[src/rtl/rect_fill_engine.sv]
// rect_fill_engine: clipped rectangle fill into the framebuffer write port.
// Solid, checkerboard and full-clear modes with wr_ready back-pressure.
module rect_fill_engine #(
  parameter int FB_WIDTH  = 320,
  parameter int FB_HEIGHT = 240,
  parameter int PIXEL_W   = 8,
  parameter int COORD_W   = 10,
  parameter int ADDR_W    = 17
) (
  input  logic               axi_aclk,
  input  logic               axi_areset,
  input  logic               start,
  input  logic [COORD_W-1:0] x0,
  input  logic [COORD_W-1:0] y0,
  input  logic [COORD_W-1:0] w,
  input  logic [COORD_W-1:0] h,
  input  logic [1:0]         mode,
  input  logic [PIXEL_W-1:0] color_a,
  input  logic [PIXEL_W-1:0] color_b,
  input  logic [3:0]         cell_shift,
  input  logic               wr_ready,
  output logic               wea,
  output logic [ADDR_W-1:0]  addra,
  output logic [PIXEL_W-1:0] dina,
  output logic               busy,
  output logic               done
);

  localparam int CW1 = COORD_W + 1;
  localparam logic [CW1-1:0] FBW = CW1'(FB_WIDTH);
  localparam logic [CW1-1:0] FBH = CW1'(FB_HEIGHT);
  localparam logic [ADDR_W-1:0] FBW_A = ADDR_W'(FB_WIDTH);

  typedef enum logic [1:0] {
    S_IDLE, S_SETUP, S_WRITE, S_DONE
  } state_t;

  state_t             state_q;
  logic [COORD_W-1:0] x0_q, y0_q, w_q, h_q;
  logic [1:0]         mode_q;
  logic [PIXEL_W-1:0] ca_q, cb_q;
  logic [3:0]         cs_q;
  logic [CW1-1:0]     xe_q, ye_q;
  logic [COORD_W-1:0] x_q, y_q;
  logic [ADDR_W-1:0]  rb_q;
  logic               wea_q, busy_q, done_q;
  logic [ADDR_W-1:0]  addra_q;
  logic [PIXEL_W-1:0] dina_q;

  logic [CW1-1:0]     xs_d, ys_d, xe_d, ye_d;
  logic [COORD_W-1:0] sx0_d, sy0_d;
  logic               empty_d;
  logic [ADDR_W-1:0]  srb_d;
  logic [PIXEL_W-1:0] spix_d;
  logic               last_col_d, last_row_d;
  logic [COORD_W-1:0] nx_d, ny_d;
  logic [ADDR_W-1:0]  nrb_d;
  logic [PIXEL_W-1:0] npix_d;

  assign wea   = wea_q;
  assign addra = addra_q;
  assign dina  = dina_q;
  assign busy  = busy_q;
  assign done  = done_q;

  function automatic logic [PIXEL_W-1:0] pix_f(
    input logic [COORD_W-1:0] px,
    input logic [COORD_W-1:0] py,
    input logic [1:0]         md,
    input logic [3:0]         cs,
    input logic [PIXEL_W-1:0] ca,
    input logic [PIXEL_W-1:0] cb
  );
    logic [COORD_W-1:0] t;
    t = (px >> cs) ^ (py >> cs);
    if (md == 2'd1 && t[0]) return cb;
    return ca;
  endfunction

  // Clip the latched command, apply the full-clear override, find first beat
  always_comb begin
    xs_d  = {1'b0, x0_q} + {1'b0, w_q};
    ys_d  = {1'b0, y0_q} + {1'b0, h_q};
    xe_d  = (xs_d > FBW) ? FBW : xs_d;
    ye_d  = (ys_d > FBH) ? FBH : ys_d;
    sx0_d = x0_q;
    sy0_d = y0_q;
    empty_d = ({1'b0, x0_q} >= FBW) || ({1'b0, y0_q} >= FBH) ||
              (w_q == '0) || (h_q == '0);
    if (mode_q == 2'd2) begin
      sx0_d   = '0;
      sy0_d   = '0;
      xe_d    = FBW;
      ye_d    = FBH;
      empty_d = 1'b0;
    end
    srb_d  = ADDR_W'(sy0_d) * FBW_A;
    spix_d = pix_f(sx0_d, sy0_d, mode_q, cs_q, ca_q, cb_q);
  end

  // Raster stepping: the beat that follows the one currently presented
  always_comb begin
    last_col_d = (({1'b0, x_q} + CW1'(1)) == xe_q);
    last_row_d = (({1'b0, y_q} + CW1'(1)) == ye_q);
    nx_d  = last_col_d ? x0_q : x_q + COORD_W'(1);
    ny_d  = last_col_d ? y_q + COORD_W'(1) : y_q;
    nrb_d = last_col_d ? rb_q + FBW_A : rb_q;
    npix_d = pix_f(nx_d, ny_d, mode_q, cs_q, ca_q, cb_q);
  end

  // Command FSM with registered write-port and status outputs
  always_ff @(posedge axi_aclk or posedge axi_areset) begin
    if (axi_areset) begin
      state_q <= S_IDLE;
      x0_q    <= '0;
      y0_q    <= '0;
      w_q     <= '0;
      h_q     <= '0;
      mode_q  <= '0;
      ca_q    <= '0;
      cb_q    <= '0;
      cs_q    <= '0;
      xe_q    <= '0;
      ye_q    <= '0;
      x_q     <= '0;
      y_q     <= '0;
      rb_q    <= '0;
      wea_q   <= 1'b0;
      addra_q <= '0;
      dina_q  <= '0;
      busy_q  <= 1'b0;
      done_q  <= 1'b0;
    end else begin
      unique case (state_q)
        S_IDLE: begin
          if (start) begin
            x0_q    <= x0;
            y0_q    <= y0;
            w_q     <= w;
            h_q     <= h;
            mode_q  <= mode;
            ca_q    <= color_a;
            cb_q    <= color_b;
            cs_q    <= cell_shift;
            busy_q  <= 1'b1;
            state_q <= S_SETUP;
          end
        end
        S_SETUP: begin
          x0_q <= sx0_d;
          y0_q <= sy0_d;
          xe_q <= xe_d;
          ye_q <= ye_d;
          if (empty_d) begin
            busy_q  <= 1'b0;
            done_q  <= 1'b1;
            state_q <= S_DONE;
          end else begin
            x_q     <= sx0_d;
            y_q     <= sy0_d;
            rb_q    <= srb_d;
            wea_q   <= 1'b1;
            addra_q <= srb_d + ADDR_W'(sx0_d);
            dina_q  <= spix_d;
            state_q <= S_WRITE;
          end
        end
        S_WRITE: begin
          if (wr_ready) begin
            if (last_col_d && last_row_d) begin
              wea_q   <= 1'b0;
              busy_q  <= 1'b0;
              done_q  <= 1'b1;
              state_q <= S_DONE;
            end else begin
              x_q     <= nx_d;
              y_q     <= ny_d;
              rb_q    <= nrb_d;
              addra_q <= nrb_d + ADDR_W'(nx_d);
              dina_q  <= npix_d;
            end
          end
        end
        S_DONE: begin
          done_q  <= 1'b0;
          state_q <= S_IDLE;
        end
      endcase
    end
  end

endmodule

[config.mk]
export PLATFORM = sky130hd
export DESIGN_NAME = rect_fill_engine
export DESIGN_NICKNAME = d
export VERILOG_FILES = /design/src/rtl/rect_fill_engine.sv
export SDC_FILE = /design/constraint.sdc
export NUM_CORES = 1
export LEC_CHECK = 0
export ABC_AREA = 1
export BUFFER_PORTS_ARGS = -buffer_cell sky130_fd_sc_hd__buf_2
export CAP_MARGIN = 30
export CELL_PAD_IN_SITES_DETAIL_PLACEMENT = 0
export CELL_PAD_IN_SITES_GLOBAL_PLACEMENT = 1
export CORE_MARGIN = 1
export CORE_UTILIZATION = 48
export DETAILED_ROUTE_END_ITERATION = 7
export PLACE_DENSITY = 0.95
export SLEW_MARGIN = 10
export SYNTH_ARGS = -nofsm -noshare
export SYNTH_HDL_FRONTEND = slang
export SYNTH_SLANG_ARGS = --single-unit
[constraint.sdc]
create_clock -name axi_aclk -period 9.2 [get_ports axi_aclk]
set_clock_uncertainty 0.1 [all_clocks]
set_input_delay 0.46 -clock axi_aclk [delete_from_list [all_inputs] [get_ports axi_aclk]]
set_output_delay 0.46 -clock axi_aclk [all_outputs]
set_load 0.005 [all_outputs]
==> reports/summary.txt <==
Global route total overflow: 0
I/O Buffers: 93
Finish-stage setup viols: 0
Flop2flop setup slack: 5000 ps
Max cap viols: 0
Post-Route WL: 27.8 mm
Crit share post-route: 0.456
# Post-CTS Setup Buffers: 0
FMAX: 238 MHz
Crit path from: mode_q[0]
Worst Path Required: 9440 ps
Layout cell share with drive strength beyond 1: 0.149
Worst reg2reg endpoint: addra[16]
Async set or reset register ratio after synthesis: 1.00
Most common cell after layout, fill and taps aside: nand2_1
Post-synth cell types: 55
Final hold vios: 0
Clock latency at the later pin of the worst-skew pair: 430 ps
Reg2Reg Launch Point: mode_q[0]
Most frequent cells in the layout: 245 x nand2_1, 161 x inv_1, 156 x nor2_1, 144 x dfrtp_1, 94 x nand3_1
CTS Hold Buffers Added: 0
Max_slew headroom: 0.392
CTS resizes: 0
Post-Synthesis Cells: 1327
Number of global-route vias before repair: 8900
CTS root buffer: clkbuf_16
1st-iter DRT viols: 749
Min-Delay Path Class: primary input to asynchronous set/reset pin
Vias per inst: 5.52
Worst-case clock buffer depth: 2
Final HPWL DP: 20.4 mm
Crit end category: flip-flop
TritonCTS clock tree: built
Worst Setup Start Kind: flip-flop
Die area: 21300 sq um
Cell row count: 52
CTS sink count: 144
Die width: 146 um
Initial antenna violation count: 0
Post-synthesis sequential area ratio: 0.362
ANT nets after route: 0
Via count: 9272
Peak supply drop: 221 uV
I/O pins: 94
Synthesized net count: 1449
Max Slew Vio Count: 0
Nets: 1519
Synthesis-stage register bit count: 144
DRC: 0
Leakage: 0.00549 uW
Die extent in y: 146 um
Detailed Routing Iterations Pass 1: 5
RSZ-0062 raised after global routing: no
Pin count of the biggest net entering global routing: 94
Tot GR Track Use: 0.271
Min Hold Slack: 43.7 ps
Avg Synthesized Cell Area: 7.49 sq um
Outcome: completed
Mapped Area: 9950 sq um
Prevailing post-synth register cell: dfrtp_1
Initial Util: 0.490
Tightest Pin Transition: 912 ps
R2R depth: 18
Final TNS setup: 0 ps
Layout area overhead: 12.9%
Post-synth EDFFs: 0
Wire per inst: 16.5 um
H-tree depth: 4
Post-route minimum period: 4200 ps
RD Place Congestion: 0.976
TritonCTS buffer count: 17
First-pass GRT wire length: 45.8 mm
Yosys warning count: 0
Critical path type: flip-flop to flip-flop
Critical Path AT: 4430 ps
Power Density: 457 nW/um^2
Worst setup path end: addra[16]
Antenna cells: 0
Clock Pin Slew Worst Setup and Hold Paths: 70 ps
Core box area: 20300 sq um
CP max FO: 21
==> how the worst min path moves through the flow <==
stage | endpoint | start | cells past startpoint | slack [ps]
6_report | h_q[0] | axi_areset | 2 | 40
3_3_place_gp | addra[3] | addra[3] | 2 | 360
2_1_floorplan | ye_q[9] | ye_q[9] | 2 | 350
5_1_grt | h_q[2] | axi_areset | 2 | 110
4_1_cts | h_q[0] | axi_areset | 2 | 80
3_5_place_dp | addra[5] | addra[5] | 2 | 370
==> synth_stat cells (all sizes together) (4+ instances only) <==
library cell / number / area share
nand2: 256 / 0.10
nor2: 172 / 0.074
inv: 165 / 0.062
dfrtp: 144 / 0.36
nand3: 100 / 0.054
o21ai: 97 / 0.049
a21oi: 79 / 0.040
ha: 52 / 0.065
clkbuf: 36 / 0.014
xor2: 31 / 0.028
a31oi: 28 / 0.018
o22ai: 22 / 0.014
mux2: 21 / 0.024
nand4: 17 / 0.011
buf: 16 / 0.010
nor3: 16 / 0.0091
o32ai: 10 / 0.0088
xnor2: 10 / 0.0096
or2: 9 / 0.0059
nor4: 8 / 0.0050
o21bai: 6 / 0.0045
nand3b: 5 / 0.0050
and2: 4 / 0.0025
fa: 4 / 0.0081
o211ai: 4 / 0.0030
==> critical path: stages, from the launching register on <==
cell,delay [ps]
dfrtp_1,360
inv_1,90
nand2_1,140
inv_1,580
nor2_1,270
ha_1,350
ha_1,240
fa_1,410
a21oi_1,150
o21ai_0,130
a21o_1,190
a21oi_1,150
xor2_1,270
inv_1,80
nand2_1,90
o21ai_0,90
a21oi_1,160
nor2_1,70
a31oi_1,190
==> metrics by stage <==
stage               setup WS (ps)  power, uW  area [sq um]  instances   util
CTS                          5040       5100         11200       1678  0.552
floorplan                    4770       3520          9950       1327      -
detailed placement           5070       4340         10600       1647  0.522
finish                       5000       5130         11200       1679  0.553
global placement             5220       4280         10600       1647  0.522
global route                 4620       5600         11200       1679  0.553
==> area by class of cell <==
| type | count | area (sq um) |
|---|---|---|
| Fill cell | 1956 | 9070 |
| Sequential cell | 144 | 3600 |
| Clock buffer | 19 | 453 |
| Multi-Input combinational cell | 964 | 5490 |
| Clock inverter | 12 | 158 |
| Timing Repair Buffer | 103 | 561 |
| Tap cell | 270 | 338 |
| Inverter | 167 | 632 |
==> metal layers <==
metal | global-route usage | share of wire
met1 | 0.372 | 0.45
met4 | 0.107 | 0.033
met3 | 0.0411 | 0.065
met2 | 0.430 | 0.45
met5 | 0.00227 | 0
==> cells by family after synthesis <==
kind of cell               Yosys count  synth area share
and+or+nand+nor                    589             0.270
AOI/OAI and AO/OA                  256             0.146
buffers and inverters              219            0.0867
DFF                                144             0.362
adders and majority gates           56            0.0735
xor gates and xnor gates            41            0.0376
muxes                               21            0.0238
other                                1          0.000377
==> state kept, by name (all words and copies together) (netlist names), 10 cells and up <==
signal	cells
addra	16
h_q	10
y0_q	10
rb_q	11
xe_q	11
x0_q	10
w_q	10
y_q	10
x_q	10
ye_q	11
==> power breakdown <==
group	leakage [uW]	switching, uW	internal [uW]
logic	0.00350	2070	1120
registers	0.00168	269	940
clock network	0.000304	292	442
total	0.00549	2630	2500
Power figures use the tool's default switching activity.
